<file path="config.mk">
export PLATFORM = sky130hd
export DESIGN_NAME = parking_gate_arbiter
export DESIGN_NICKNAME = d
export VERILOG_FILES = /design/src/rtl/parking_gate_arbiter.sv
export SDC_FILE = /design/constraint.sdc
export NUM_CORES = 1
export LEC_CHECK = 0
export BUFFER_PORTS_ARGS = -buffer_cell sky130_fd_sc_hd__buf_2
export CELL_PAD_IN_SITES_DETAIL_PLACEMENT = 2
export CELL_PAD_IN_SITES_GLOBAL_PLACEMENT = 2
export CORE_ASPECT_RATIO = 1.1
export CORE_MARGIN = 8
export CORE_UTILIZATION = 34
export DETAILED_ROUTE_END_ITERATION = 8
export PLACE_DENSITY_LB_ADDON = 0.1
export SYNTH_ARGS = -nofsm -noshare
export SYNTH_HDL_FRONTEND = slang
export SYNTH_SLANG_ARGS = --single-unit
</file>
<file path="constraint.sdc">
create_clock -name clock -period 5.1 [get_ports clock]
set_input_delay 0.51 -clock clock [delete_from_list [all_inputs] [get_ports clock]]
set_output_delay 0.51 -clock clock [all_outputs]
set_load 0.01 [all_outputs]
</file>
<file path="src/rtl/parking_gate_arbiter.sv">
// Round-robin arbiter sharing one parking datapath between N_GATES gates, with occupancy
// tracking, local rejects and per-gate barrier timers. Define EXIT_PRIORITY_EN to serve exits first.
module parking_gate_arbiter #(
  parameter int unsigned N_GATES     = 4,
  parameter int unsigned SLOTS       = 8,
  parameter int unsigned OPEN_CYCLES = 16,
  parameter int unsigned DP_TIMEOUT  = 32
) (
  input  logic                   clock,
  input  logic                   g1_reset,
  input  logic [N_GATES-1:0]     gate_req,
  input  logic [N_GATES-1:0]     gate_is_exit,
  input  logic [3*N_GATES-1:0]   gate_slot,
  input  logic [8*N_GATES-1:0]   gate_code,
  output logic [N_GATES-1:0]     gate_grant,
  output logic                   gate_ok,
  output logic [N_GATES-1:0]     gate_open,
  output logic                   dp_valid,
  output logic                   dp_exit,
  output logic [2:0]             dp_slot,
  output logic [7:0]             dp_code,
  input  logic                   dp_done,
  input  logic                   dp_ok,
  output logic [3:0]             occupancy,
  output logic                   full
);

  localparam int unsigned GW = (N_GATES > 1) ? $clog2(N_GATES) : 1;
  localparam int unsigned TW = $clog2(OPEN_CYCLES + 1);
  localparam int unsigned CW = (DP_TIMEOUT > 1) ? $clog2(DP_TIMEOUT) : 1;

  localparam logic [1:0] IDLE  = 2'd0;
  localparam logic [1:0] ISSUE = 2'd1;
  localparam logic [1:0] RESP  = 2'd2;

  logic [1:0]         state_q, state_d;
  logic [GW-1:0]      rr_q, rr_d;
  logic [GW-1:0]      win_q, win_d;
  logic [CW-1:0]      tmo_q, tmo_d;
  logic [TW-1:0]      timer_q [N_GATES];
  logic [TW-1:0]      timer_d [N_GATES];
  logic [3:0]         occ_d;
  logic               full_d;
  logic               dp_valid_d, dp_exit_d;
  logic [2:0]         dp_slot_d;
  logic [7:0]         dp_code_d;
  logic [N_GATES-1:0] grant_d, open_d;
  logic               ok_d;
  logic [N_GATES-1:0] cand;
  logic [GW-1:0]      pick;
  logic               pick_rej;

  // First set bit of mask at or after start, wrapping around the gate count.
  function automatic logic [GW-1:0] rr_pick(input logic [N_GATES-1:0] mask,
                                            input logic [GW-1:0] start);
    logic [GW-1:0] sel;
    int idx;
    sel = start;
    for (int k = int'(N_GATES) - 1; k >= 0; k--) begin
      idx = int'(start) + k;
      if (idx >= int'(N_GATES)) idx = idx - int'(N_GATES);
      if (mask[idx]) sel = GW'(idx);
    end
    return sel;
  endfunction

  always_comb begin
`ifdef EXIT_PRIORITY_EN
    cand = ((gate_req & gate_is_exit) != '0) ? (gate_req & gate_is_exit) : gate_req;
`else
    cand = gate_req;
`endif
    pick     = rr_pick(cand, rr_q);
    pick_rej = gate_is_exit[pick] ? (occupancy == 4'd0) : full;
  end

  // Next-state and next-output logic for every register.
  always_comb begin
    state_d    = state_q;
    rr_d       = rr_q;
    win_d      = win_q;
    tmo_d      = tmo_q;
    occ_d      = occupancy;
    dp_valid_d = dp_valid;
    dp_exit_d  = dp_exit;
    dp_slot_d  = dp_slot;
    dp_code_d  = dp_code;
    grant_d    = '0;
    ok_d       = 1'b0;
    for (int g = 0; g < int'(N_GATES); g++) begin
      timer_d[g] = (timer_q[g] != '0) ? timer_q[g] - TW'(1) : timer_q[g];
    end

    case (state_q)
      IDLE: begin
        if (gate_req != '0) begin
          win_d = pick;
          if (pick_rej) begin
            grant_d = N_GATES'(1) << pick;
            state_d = RESP;
          end else begin
            dp_valid_d = 1'b1;
            dp_exit_d  = gate_is_exit[pick];
            dp_slot_d  = gate_slot[3*int'(pick) +: 3];
            dp_code_d  = gate_code[8*int'(pick) +: 8];
            tmo_d      = '0;
            state_d    = ISSUE;
          end
        end
      end
      ISSUE: begin
        if (dp_done) begin
          dp_valid_d = 1'b0;
          ok_d       = dp_ok;
          grant_d    = N_GATES'(1) << win_q;
          state_d    = RESP;
        end else if (tmo_q == CW'(DP_TIMEOUT - 1)) begin
          dp_valid_d = 1'b0;
          grant_d    = N_GATES'(1) << win_q;
          state_d    = RESP;
        end else begin
          tmo_d = tmo_q + CW'(1);
        end
      end
      RESP: begin
        // gate_ok is only set after a datapath run, so dp_exit holds the winner's type.
        if (gate_ok) begin
          occ_d          = dp_exit ? occupancy - 4'd1 : occupancy + 4'd1;
          timer_d[win_q] = TW'(OPEN_CYCLES);
        end
        rr_d    = (win_q == GW'(N_GATES - 1)) ? '0 : win_q + GW'(1);
        state_d = IDLE;
      end
      default: state_d = IDLE;
    endcase

    full_d = (occ_d == 4'(SLOTS));
    for (int g = 0; g < int'(N_GATES); g++) begin
      open_d[g] = (timer_d[g] != '0);
    end
  end

  always_ff @(posedge clock) begin
    if (g1_reset) begin
      state_q    <= IDLE;
      rr_q       <= '0;
      win_q      <= '0;
      tmo_q      <= '0;
      occupancy  <= '0;
      full       <= 1'b0;
      dp_valid   <= 1'b0;
      dp_exit    <= 1'b0;
      dp_slot    <= '0;
      dp_code    <= '0;
      gate_grant <= '0;
      gate_ok    <= 1'b0;
      gate_open  <= '0;
      for (int g = 0; g < int'(N_GATES); g++) timer_q[g] <= '0;
    end else begin
      state_q    <= state_d;
      rr_q       <= rr_d;
      win_q      <= win_d;
      tmo_q      <= tmo_d;
      occupancy  <= occ_d;
      full       <= full_d;
      dp_valid   <= dp_valid_d;
      dp_exit    <= dp_exit_d;
      dp_slot    <= dp_slot_d;
      dp_code    <= dp_code_d;
      gate_grant <= grant_d;
      gate_ok    <= ok_d;
      gate_open  <= open_d;
      for (int g = 0; g < int'(N_GATES); g++) timer_q[g] <= timer_d[g];
    end
  end

endmodule

</file>
==> reports/results.tsv <==
stage	metric	value	unit
route	dr_wl_met3	575	um
synthesis	synth.most_common_cell	dfxtp_1	
place	post-dp-hpwl	7987	um
synthesis	synth_top_area_share	35.09	%
critical_path	crit_top_cell	nand2b_1	
cells_and_area	nFillCells	1092	
synthesis	synth_xor_area_share	4.234	%
synthesis	synth_top_cell_by_area	dfxtp_1	
critical_path	path_class	flip-flop to flip-flop	
critical_path	rr_startpoint	rr_q[0]	
sta	fin_ws	2.353	ns
route	drcViolationCount	0	
sta	tightest_slew	1.112	ns
critical_path	reg2reg_depth	7	
status	status	completed	
global_routing	grt_pass1_wl	17020	um
clock_tree	htree_levels	3	
synthesis	synth_compound_area_share	15.65	%
cells_and_area	diodes	0	
clock_tree	clk_latency	0.34	ns
clock_tree	clockBufferDepth	2	
power	p_int	1.184	mW
sta	tns	0	ns
power	p_clk_share	18.3	%
global_routing	grt_max_degree	55	
synthesis	synth_common_cells	dfxtp_1, nand2_1, nor2_1, mux2_2, nor3_1	
critical_path	required	5.39	ns
route	wl_met1	4398	um
floorplanning	initial_utilization	35.22	%
critical_path	max_stage_delay	0.71	ns
critical_path	cp-start-kind	flip-flop	
min_path	hold-path-endpoint	gate_ok	
min_path	hp-class	primary input to flip-flop	
global_routing	antenna_found_initial	0	
power	power_frac_comb	46.8	%
global_routing	grt_usage	16.38	%
sta	maxSlewViolCount	0	
sta	finalCritPeriodShare	53.86	%
floorplanning	rows	37	
global_routing	overflow	0	
clock_tree	cts_tree	yes	
clock_tree	post-cts-setup-buffer-count	0	
floorplanning	core_area	9398	um2
sta	slew_headroom	24.82	%
route	ant_nets	0	
min_path	hold_start	dp_ok	
floorplanning	die_y	119.5	um
power	power.switching	0.8067	mW
power	netSwitchingFraction	40.53	%
route	routed-wl-met2	5208	um
synthesis	post_synth_mux_area_share	9.641	%
route	top_layer_used	met4	
place	pre_cts_ws	2.123	ns
synthesis	syn_inst	379	
synthesis	ys_types	50	
power	ir_worst_vdd	0.1232	mV
critical_path	arrival	3.03	ns
sta	period_needed	2.747	ns
cells_and_area	nets	531	
cells_and_area	multi_input_area	2006	um2
cells_and_area	fin_cells	577	
critical_path	cp_num_buf_inv	0	
synthesis	ys_seq_area_share	35.09	%
cells_and_area	drive_gt1_share	27.17	%
route	routedWlPerCell	17.95	um
route	drt_iter0_drc	199	
synthesis	netlist_area	3309	um2
sta	fmax	364.1	MHz
synthesis	synth_top_family_by_area	simple AND/OR/NAND/NOR gates	
sta	hold_violations	0	
synthesis	synth-simple-area-share	24.42	%
power	power	1.990	mW
sta	holdWs	0.3987	ns
clock_tree	clock_sinks	58	
critical_path	r2r_end	dp_code[6]	
critical_path	crit_path_end_kind	flip-flop	
global_routing	grt_pass1_vias	3452	
power	p_per_area	502.5	nW/um2
route	wl	10360	um
critical_path	worstPathCellList	nand2b_1, and4b_4, nand2b_1, a211oi_4, or4_4, a221o_1, nand2_1	
power	sequentialPowerShare	34.9	%
clock_tree	cts_resized	0	
synthesis	syn_area_per_cell	8.732	um2
job	cap_viol_max_count	0	
synthesis	ys.flop_type	dfxtp_1	
synthesis	async_reset_ff_share	0	%
critical_path	cp_max_fo	24	
critical_path	reg2reg_setup_slack	2.35	ns
synthesis	syn_nets	452	
clock_tree	hold_buffers	0	
critical_path	path_delay_family	simple AND/OR/NAND/NOR gates	
synthesis	synth_fa_ha_area_share	6.654	%
cells_and_area	seq_area	1161	um2
sta	final.setup_skew	0.006711	ns
floorplanning	fp.dieW	110.1	um
clock_tree	clock_tree.root_cell	clkbuf_8	
place	dpl.cell_count	564	
route	vias	3098	
route	dr.pass1.iters	4	
floorplanning	die-area	13150	um2
synthesis	synthTopCellsByArea	dfxtp_1, mux2_2, ha_1	
min_path	whs_path_depth	3	
place	port_buffers	82	
synthesis	synth_edf_count	0	
route	vias_per_cell	5.369	
critical_path	slowest_stage	or4_4	
sta	setup_viol_count_final	0	
cells_and_area	syn_to_final_growth	19.70	%
synthesis	synth_seq_cells	58	
floorplanning	io_pins	83	
power	total_leakage_power	1.782	nW
synthesis	ys_warn_count	0	
clock_tree	cts_inserted_buffers	9	
clock_tree	clkTransAtPathRegs	0.07	ns
sta	rsz0062_at_grt	false	
place	place_congestion	0.8057	
## cells by family after synthesis
| kind of cell | count (synthesis) |
|---|---|
| buffers and inverters | 32 |
| XOR/XNOR | 16 |
| flip-flops | 58 |
| adder cells (fa/ha/maj) | 17 |
| multiplexers | 29 |
| AO/OA/AOI/OAI | 67 |
| AND/OR/NAND/NOR | 160 |
## routing by layer
layer,vias up,global-route usage [%]
met5,-,0
met1,1502,18.59
met3,12,5.070
met2,67,27.98
li1,1517,-
met4,0,5.664
## registers in the layout (all words and copies together) (netlist names)
register and flops:
gate_grant 4, tmo_q 5, dp_valid 1, rr_q 2
dp_code 8, full 1, gate_open 4, timer_q 20
dp_exit 1, win_q 2, dp_slot 3, state_q 2
occupancy 4, gate_ok 1
## cells in the final DEF, fill, tap and decap left out, types with 12 or more instances in the layout
| cell | count |
|---|---|
| a21oi_1 | 12 |
| buf_2 | 82 |
| dfxtp_1 | 58 |
| ha_1 | 16 |
| inv_1 | 15 |
| mux2_2 | 23 |
| nand2_1 | 48 |
| nor2_1 | 40 |
| nor3_1 | 22 |
| xnor2_1 | 15 |
## worst register-to-register path: stages, from the launching register on
cell and delay (ns):
dfxtp_1 0.42, nand2b_1 0.17, and4b_4 0.25, nand2b_1 0.56, a211oi_4 0.12, or4_4 0.71, a221o_1 0.41, nand2_1 0.07
## power by group through the flow
stage          clock (mW)  sequential [mW]  combinational (mW)
2_1_floorplan           0            0.696               0.663
3_3_place_gp            0            0.695               0.902
3_5_place_dp            0            0.705               0.943
4_1_cts             0.380            0.697               0.951
5_1_grt             0.397            0.715                1.05
6_report            0.364            0.694               0.932
## how the worst max path moves through the flow
stage                startpoint         end  slack [ns]  depth (start not counted)
floorplan           gate_req[2]  dp_code[2]        2.60                         10
global placement    gate_req[3]  dp_slot[1]        2.21                          8
detailed placement  gate_req[3]  dp_code[6]        2.12                          8
CTS                     rr_q[0]  dp_code[6]        2.33                          7
global route            rr_q[0]  dp_code[5]        2.23                          7
finish                  rr_q[0]  dp_code[6]        2.35                          7
## stage by stage
stage / instance area, um2 / utilization [%]
floorplan: 3309 / -
global placement: 3802 / 40.46
detailed placement: 3802 / 40.46
CTS: 3961 / 42.15
global route: 3961 / 42.15
finish: 3961 / 42.15
## area by class of cell
cell class | count | share of cell area [%]
Timing Repair Buffer | 85 | 10.93
Multi-Input combinational cell | 289 | 50.63
Sequential cell | 58 | 29.31
Clock buffer | 13 | 4.011
Inverter | 15 | 1.421
Tap cell | 117 | 3.696
Note: power is estimated with default switching activity, not from simulation.
